## src/rtl/braun_multiplier_pipe_if.sv

```systemverilog
// Streaming handshake bundle for braun_multiplier_pipe: operand side (in_*, a, b)
// and product side (out_*, p). The tc port exists only when BRAUN_SIGNED_EN is defined.
interface braun_multiplier_pipe_if #(
  parameter int N = 8
);
  logic           in_valid;
  logic           in_ready;
  logic [N-1:0]   a;
  logic [N-1:0]   b;
  logic           out_valid;
  logic           out_ready;
  logic [2*N-1:0] p;

`ifdef BRAUN_SIGNED_EN
  logic           tc;

  modport master (output in_valid, a, b, tc, out_ready,
                  input  in_ready, out_valid, p);
  modport slave  (input  in_valid, a, b, tc, out_ready,
                  output in_ready, out_valid, p);
`else
  modport master (output in_valid, a, b, out_ready,
                  input  in_ready, out_valid, p);
  modport slave  (input  in_valid, a, b, out_ready,
                  output in_ready, out_valid, p);
`endif
endinterface

```

## src/rtl/braun_multiplier_pipe.sv

```systemverilog
// Pipelined N x N Braun carry-save array multiplier with valid/ready on both sides.
// Define BRAUN_SIGNED_EN to add the tc input selecting the Baugh-Wooley signed array.
module braun_multiplier_pipe #(
  parameter int N      = 8,
  parameter int STAGES = 2
) (
  input  logic                   clk,
  input  logic                   rst,
  braun_multiplier_pipe_if.slave bus
);

  logic           st_valid [STAGES];
  logic [2*N-1:0] st_sum   [STAGES];
  logic [2*N-1:0] st_carry [STAGES];
  logic [N-1:0]   st_a     [STAGES];
  logic [N-1:0]   st_b     [STAGES];

  logic           nx_valid [STAGES];
  logic [2*N-1:0] nx_sum   [STAGES];
  logic [2*N-1:0] nx_carry [STAGES];
  logic [N-1:0]   nx_a     [STAGES];
  logic [N-1:0]   nx_b     [STAGES];

`ifdef BRAUN_SIGNED_EN
  logic           st_tc    [STAGES];
  logic           nx_tc    [STAGES];

  // Baugh-Wooley correction: +1 at bit N and at bit 2N-1, seeded into the carry vector.
  localparam logic [2*N-1:0] BW_CORR = {1'b1, {(2*N-1){1'b0}}} |
                                       ({{(2*N-1){1'b0}}, 1'b1} << N);
`endif

  logic stall;

  // Partial-product row i shifted into place; in signed mode the MSB row/column
  // terms are complemented except the a[N-1]&b[N-1] corner.
  function automatic logic [2*N-1:0] pp_row(input logic [N-1:0] av, input logic bi,
                                            input logic tcv, input int i);
    logic [N-1:0]   row;
    logic [2*N-1:0] ext;
    for (int j = 0; j < N; j++) begin
      row[j] = av[j] & bi;
      if (tcv && ((j == N-1) != (i == N-1)))
        row[j] = ~row[j];
    end
    ext = {{N{1'b0}}, row};
    return ext << i;
  endfunction

  function automatic logic [4*N-1:0] reduce_rows(input logic [2*N-1:0] s_in,
                                                 input logic [2*N-1:0] c_in,
                                                 input logic [N-1:0]   av,
                                                 input logic [N-1:0]   bv,
                                                 input logic           tcv,
                                                 input int             k);
    logic [2*N-1:0] s;
    logic [2*N-1:0] c;
    logic [2*N-1:0] r;
    logic [2*N-1:0] ns;
    s = s_in;
    c = c_in;
    for (int i = 0; i < N; i++) begin
      if ((i * STAGES) / N == k) begin
        r  = pp_row(av, bv[i], tcv, i);
        ns = s ^ c ^ r;
        c  = ((s & c) | (s & r) | (c & r)) << 1;
        s  = ns;
      end
    end
    return {c, s};
  endfunction

  function automatic logic [2*N-1:0] ripple_add(input logic [2*N-1:0] x,
                                                input logic [2*N-1:0] y);
    logic [2*N-1:0] r;
    logic           cy;
    cy = 1'b0;
    for (int j = 0; j < 2*N; j++) begin
      r[j] = x[j] ^ y[j] ^ cy;
      cy   = (x[j] & y[j]) | (cy & (x[j] ^ y[j]));
    end
    return r;
  endfunction

  assign stall         = st_valid[STAGES-1] & ~bus.out_ready;
  assign bus.in_ready  = ~stall;
  assign bus.out_valid = st_valid[STAGES-1];
  assign bus.p         = st_sum[STAGES-1];

  // Each stage reduces its share of rows; the last stage resolves the carry-save pair.
  always_comb begin
    logic [2*N-1:0] s_in;
    logic [2*N-1:0] c_in;
    logic [4*N-1:0] red;
    logic           tc_in;
    for (int k = 0; k < STAGES; k++) begin
      if (k == 0) begin
        nx_valid[k] = bus.in_valid;
        nx_a[k]     = bus.a;
        nx_b[k]     = bus.b;
        s_in        = '0;
`ifdef BRAUN_SIGNED_EN
        tc_in       = bus.tc;
        c_in        = bus.tc ? BW_CORR : '0;
`else
        tc_in       = 1'b0;
        c_in        = '0;
`endif
      end else begin
        nx_valid[k] = st_valid[k-1];
        nx_a[k]     = st_a[k-1];
        nx_b[k]     = st_b[k-1];
        s_in        = st_sum[k-1];
        c_in        = st_carry[k-1];
`ifdef BRAUN_SIGNED_EN
        tc_in       = st_tc[k-1];
`else
        tc_in       = 1'b0;
`endif
      end
`ifdef BRAUN_SIGNED_EN
      nx_tc[k] = tc_in;
`endif
      red = reduce_rows(s_in, c_in, nx_a[k], nx_b[k], tc_in, k);
      if (k == STAGES-1) begin
        nx_sum[k]   = ripple_add(red[2*N-1:0], red[4*N-1:2*N]);
        nx_carry[k] = '0;
      end else begin
        nx_sum[k]   = red[2*N-1:0];
        nx_carry[k] = red[4*N-1:2*N];
      end
    end
  end

  // A stall freezes the whole pipe, so the output register doubles as the hold buffer.
  always_ff @(posedge clk or posedge rst) begin
    if (rst) begin
      for (int k = 0; k < STAGES; k++) begin
        st_valid[k] <= 1'b0;
        st_sum[k]   <= '0;
        st_carry[k] <= '0;
        st_a[k]     <= '0;
        st_b[k]     <= '0;
`ifdef BRAUN_SIGNED_EN
        st_tc[k]    <= 1'b0;
`endif
      end
    end else if (!stall) begin
      for (int k = 0; k < STAGES; k++) begin
        st_valid[k] <= nx_valid[k];
        st_sum[k]   <= nx_sum[k];
        st_carry[k] <= nx_carry[k];
        st_a[k]     <= nx_a[k];
        st_b[k]     <= nx_b[k];
`ifdef BRAUN_SIGNED_EN
        st_tc[k]    <= nx_tc[k];
`endif
      end
    end
  end

endmodule

```

## src/flat_wrapper.sv

```systemverilog
// flat-port wrapper written by rule: the top's interface ports become plain ports
module braun_multiplier_pipe_flat 
#(
  parameter int N      = 8,
  parameter int STAGES = 2
)
  (clk, rst, bus_in_valid, bus_a, bus_b, bus_out_ready, bus_in_ready, bus_out_valid, bus_p);
  braun_multiplier_pipe_if #(.N(N)) bus_i ();
  input  logic clk;
  input  logic rst;
  input wire logic [$bits(bus_i.in_valid)-1:0] bus_in_valid;
  input wire logic [$bits(bus_i.a)-1:0] bus_a;
  input wire logic [$bits(bus_i.b)-1:0] bus_b;
  input wire logic [$bits(bus_i.out_ready)-1:0] bus_out_ready;
  output wire logic [$bits(bus_i.in_ready)-1:0] bus_in_ready;
  output wire logic [$bits(bus_i.out_valid)-1:0] bus_out_valid;
  output wire logic [$bits(bus_i.p)-1:0] bus_p;
  assign bus_i.in_valid = bus_in_valid;
  assign bus_i.a = bus_a;
  assign bus_i.b = bus_b;
  assign bus_i.out_ready = bus_out_ready;
  assign bus_in_ready = bus_i.in_ready;
  assign bus_out_valid = bus_i.out_valid;
  assign bus_p = bus_i.p;
  braun_multiplier_pipe #(.N(N), .STAGES(STAGES)) u_core (.clk(clk), .rst(rst), .bus(bus_i));
endmodule
```

## config.mk

```make
export PLATFORM = sky130hd
export DESIGN_NAME = braun_multiplier_pipe_flat
export DESIGN_NICKNAME = d
export VERILOG_FILES = /design/src/rtl/braun_multiplier_pipe_if.sv /design/src/rtl/braun_multiplier_pipe.sv /design/src/flat_wrapper.sv
export SDC_FILE = /design/constraint.sdc
export NUM_CORES = 1
export LEC_CHECK = 0
export BUFFER_PORTS_ARGS = -buffer_cell sky130_fd_sc_hd__buf_4
export CORE_MARGIN = 2
export CORE_UTILIZATION = 61
export CTS_BUF_LIST = sky130_fd_sc_hd__clkbuf_8
export CTS_CLUSTER_SIZE = 14
export DETAILED_ROUTE_END_ITERATION = 8
export HOLD_SLACK_MARGIN = 0.03
export MAX_ROUTING_LAYER = met4
export PLACE_DENSITY = 0.89
export REMOVE_ABC_BUFFERS = 1
export SYNTH_ARGS = -nofsm -noshare
export SYNTH_HDL_FRONTEND = slang
export SYNTH_SLANG_ARGS = --single-unit
```

## constraint.sdc

```tcl
create_clock -name clk -period 6.2 [get_ports clk]
set_clock_uncertainty 0.1 [all_clocks]
set_input_delay 0.31 -clock clk [delete_from_list [all_inputs] [get_ports clk]]
set_output_delay 0.31 -clock clk [all_outputs]
set_load 0.02 [all_outputs]
```

After elaboration in Yosys (flattened, before gate mapping)
Cells that the tools add are included.
{ "totals": {"regBits": 65, "latchBits": 0, "ram_bits": 0, "romBits": 0, "inputBits": 20, "output_inout_bits": 18, "mem_count": 0} }
{ "classes": {"add_sub_neg": 0, "multipliers": 0, "div_mod_pow": 0, "magnitude_cmp": 0, "eq_ne": 0, "n_shift": 0, "mux": 0, "bitwise": 180, "reduce_logical": 0} }
{ "ops": {"columns": ["operator", "count"], "rows": [
  ["15-bit OR", 12],
  ["15-bit bitwise AND", 8],
  ["16-bit XOR", 6],
  ["1-bit bitwise AND", 92],
  ["15-bit by 10-bit bitwise AND with 15-bit output", 2],
  ["15-bit by 11-bit bitwise AND with 15-bit output", 2],
  ["15-bit by 12-bit bitwise AND with 15-bit output", 2],
  ["15-bit by 13-bit bitwise AND with 15-bit output", 2],
  ["15-bit by 14-bit bitwise AND with 15-bit output", 2],
  ["1-bit XOR", 29],
  ["16-bit by 10-bit XOR with 16-bit output", 1],
  ["16-bit by 11-bit XOR with 16-bit output", 1],
  ["16-bit by 12-bit XOR with 16-bit output", 1],
  ["16-bit by 13-bit XOR with 16-bit output", 1],
  ["16-bit by 14-bit XOR with 16-bit output", 1],
  ["16-bit by 15-bit XOR with 16-bit output", 1],
  ["1-bit OR", 13],
  ["8-bit by 9-bit bitwise AND with 9-bit output", 1],
  ["8-bit by 9-bit XOR with 9-bit output", 1],
  ["1-bit inverter", 2]
]} }

Longest topological paths before layout
{ "depth": {"ltp_word": 41, "mapped_depth": 17, "mapped_depth_nobuf": 17} }

Worst setup path after synthesis
OpenSTA, ideal clock, no wires.
{ "synth_timing": {"path_type": "reg-to-reg", "startpoint": "register u_core.st_b, in the netlist u_core.nx_b[4]", "endpoint": "register u_core.st_sum, in the netlist u_core.bus.p[14]", "setup_ns": 0.125, "t_arrival_ns": 5.478, "required_time_ns": 5.975, "setup_slack_ns": 0.497, "stages_incl_launch_ff": 16, "n_path_buf": 0, "synth_period_minus_slack_ns": 5.703, "path_cell_list": "dfrtp_1 > and2_1 > fa_1 > fa_1 > fa_1 > inv_1 > fa_1 > inv_1 > ha_1 > fa_1 > fa_1 > fa_1 > fa_1 > fa_1 > fa_1 > mux2_2"} }
{ "synth_lines": {"columns": ["element", "line_no", "text"], "rows": [
  ["from (decl)", "braun_multiplier_pipe.sv:16", "logic [N-1:0] st_b [STAGES];"],
  ["from (signal, indexed assignment)", "braun_multiplier_pipe.sv:154", "st_b[k] <= nx_b[k];"],
  ["to (signal, indexed assignment)", "braun_multiplier_pipe.sv:151", "st_sum[k] <= nx_sum[k];"],
  ["to (decl)", "braun_multiplier_pipe.sv:13", "logic [2*N-1:0] st_sum [STAGES];"]
]} }

==> results.md <==
* Outcome: finished clean
* Tcrit/Tclk final at 95.09%
* Hold_buf cts at 0
* Most common cell after layout, fill and taps aside: inv_1
* Cell Pwr Density at 394.9 mW/mm2
* Vias after detailed routing at 2071
* Netlist cell types at 17
* Layout fillers at 392
* Ant diodes at 0
* Vias in the first global route at 2321
* Final Cell Area at 0.003886 mm2
* Core area at 0.005574 mm2
* Post-route ant nets at 0
* Crit path required time at 6300 ps
* Die Wd at 80.46 um
* Wirelength, routed at 5868 um
* CTS tree: done
* CTS Sinks at 48
* Layout Cells excl Fill at 399
* Cell leakage power at 1.939 nW
* Seq/Total Area, Yosys at 33.68%
* GRT Total Usage at 22.33%
* RD Place Congestion at 0.7640
* Antenna violations before repair at 0
* Most frequent cells in the layout: 59 x inv_1, 48 x fa_1, 48 x dfrtp_1
* H-tree depth at 2
* Setup TNS at 0 ps
* Die Area at 0.006473 mm2
* Dpl cell area at 0.003765 mm2
* Nets at 402
* Share of cells above drive strength 1 at 27.83%
* Global route overflow at 0
* Setup Crit Path Kind: reg2reg
* Die H at 80.46 um
* Max Cap Violations at 0
* Worst vdd ir at 0.0002913 V
* P&R area growth vs syn at 8.983%
* Post-CTS sizing at 0
* Hold Fails Final Rpt at 0
* RSZ-0062 raised after global routing: false
* Clk_lat worst skew at 310 ps
* Hold Crit Class: in2async
* Mapped Cells at 304
* DR pass1 iterations at 4
* Cell mode on critical path: fa_1
* Post-CTS setup buffers at 0
* Initial drt markers at 78
* Vias/cell at 5.190
* IO Pins at 38
* Fin util at 69.72%
* PortBufs at 37
* Synthesized area per cell at 11.73 um2
* Root Driver: clkbuf_8
* Least-Margin Pin Slew at 954.8 ps
* Worst path cell trace: and2_1 > fa_1 > fa_1 > fa_1 > inv_1 > fa_1 > inv_1 > ha_1 > fa_1 > fa_1 > fa_1 > fa_1 > fa_1 > fa_1 > mux2_2
* Slowest stage delay, CP at 550 ps
* CTS Buf Count at 5
* Fmax at 169.6 MHz
* Tmin final at 5896 ps
* Reg clk slew, reported paths at 90 ps
* Routed length per instance at 14.71 um
* Worst setup EP type: register
* Initial Utilization at 63.97%
* Placed insts at 391
* CP Launch Type: register
* Rows at 27
* Post-Syn Area at 0.003566 mm2
* Worst Path Max Fanout at 9
* Final Setup Violations at 0
* Clk buf depth at 2
* Yosys Warn Count at 0
* FF+latch count, synth at 48
* Slew HR at 36.26%
* Slew Viols, Final at 0
* Largest net degree at the start of global routing at 49
* Critical path's slowest cell: fa_1
* Crit path arrival time at 6000 ps
* Drc violations at 0
* DP Wirelength at 4512 um
* First-pass GRT wire length at 10360 um
## per-stage QoR
stage                     setup slack (ps)  total power, mW  hold WS [ps]
after global routing                 34.25            1.712         126.2
after detailed placement             265.2            1.308         351.1
after global placement               389.0            1.236         341.0
after CTS                            249.2            1.564         127.7
after floorplan                      497.1            1.060         333.4
final                                304.4            1.535         121.9
## power breakdown
part           total (mW)  switching (mW)  internal, mW
registers           0.464          0.0589         0.405
clock network       0.239           0.108         0.132
logic               0.831           0.422         0.409
total                1.53           0.589         0.946
## logic make-up after synthesis
kind of cell / Yosys count / synth area share (%)
multiplexers: 43 / 13.86
adder cells (fa/ha/maj): 56 / 29.75
AO/OA/AOI/OAI: 4 / 0.5614
AND/OR/NAND/NOR: 70 / 10.88
buffers and inverters: 83 / 11.26
flip-flops: 48 / 33.68
## cell usage after synthesis (all sizes together)
| master | n | area [um2] |
|---|---|---|
| mux2 | 42 | 484.2 |
| inv | 60 | 225.2 |
| clkbuf | 2 | 7.510 |
| nor2b | 1 | 13.76 |
| dfrtp | 48 | 1201 |
| fa | 48 | 960.9 |
| o21ai | 4 | 20.02 |
| buf | 21 | 168.9 |
| nand3b | 4 | 30.03 |
| or2 | 1 | 6.260 |
| and2 | 39 | 244.0 |
| mux2i | 1 | 10.01 |
| ha | 8 | 100.1 |
| nand2 | 25 | 93.84 |
## worst max-delay path: cells and delay by family (launching register included)
kind	cells	cell delay (ps)
multiplexers	1	260
adder cells (fa/ha/maj)	11	4650
buffers and inverters	2	100
AND/OR/NAND/NOR	1	200
flip-flops	1	470
## layout make-up
type                            count  area, um2  area share (%)
Multi-Input combinational cell    173       1963           50.52
Sequential cell                    48       1201           30.91
Timing Repair Buffer               38      285.3           7.341
Inverter                           60      225.2           5.795
Tap cell                           72      90.09           2.318
Clock buffer                        6      82.58           2.125
Clock inverter                      2      38.79          0.9981
## path summary, 6_finish.rpt
kind | endpoint | slack (ps) | from | depth (start not counted)
setup / recovery | u_core.bus.p[14] | 300 | u_core.nx_b[4] | 15
hold / removal | u_core.bus.out_valid | 120 | rst | 2
setup reg to reg | u_core.bus.p[14] | 300 | u_core.nx_b[4] | 15
hold reg to reg | u_core.bus.out_valid | 360 | u_core.nx_valid[0] | 1
max in group asynchronous | u_core.nx_a[2] | 5290 | rst | 2
min in group clk | u_core.nx_valid[0] | 130 | bus_in_valid | 2
## state kept, by name (all words and copies together), names as in the netlist
signal and flops:
u_core.bus.out_valid 1, u_core.st_sum 11, u_core.nx_b 4, u_core.bus.p 16
u_core.nx_valid 1, u_core.st_carry 7, u_core.nx_a 8
## per-layer routing
metal  vias to the layer above  GRT usage, %  share of wire [%]  wire, um
met4                         0         8.814                2.5       146
li1                        937             -                  -         -
met3                        13         4.719                3.9       226
met5                         -             -                  0         0
met1                      1083         25.31                 39      2260
met2                        38         38.83                 55      3234
Note: power is estimated with default switching activity, not from simulation.
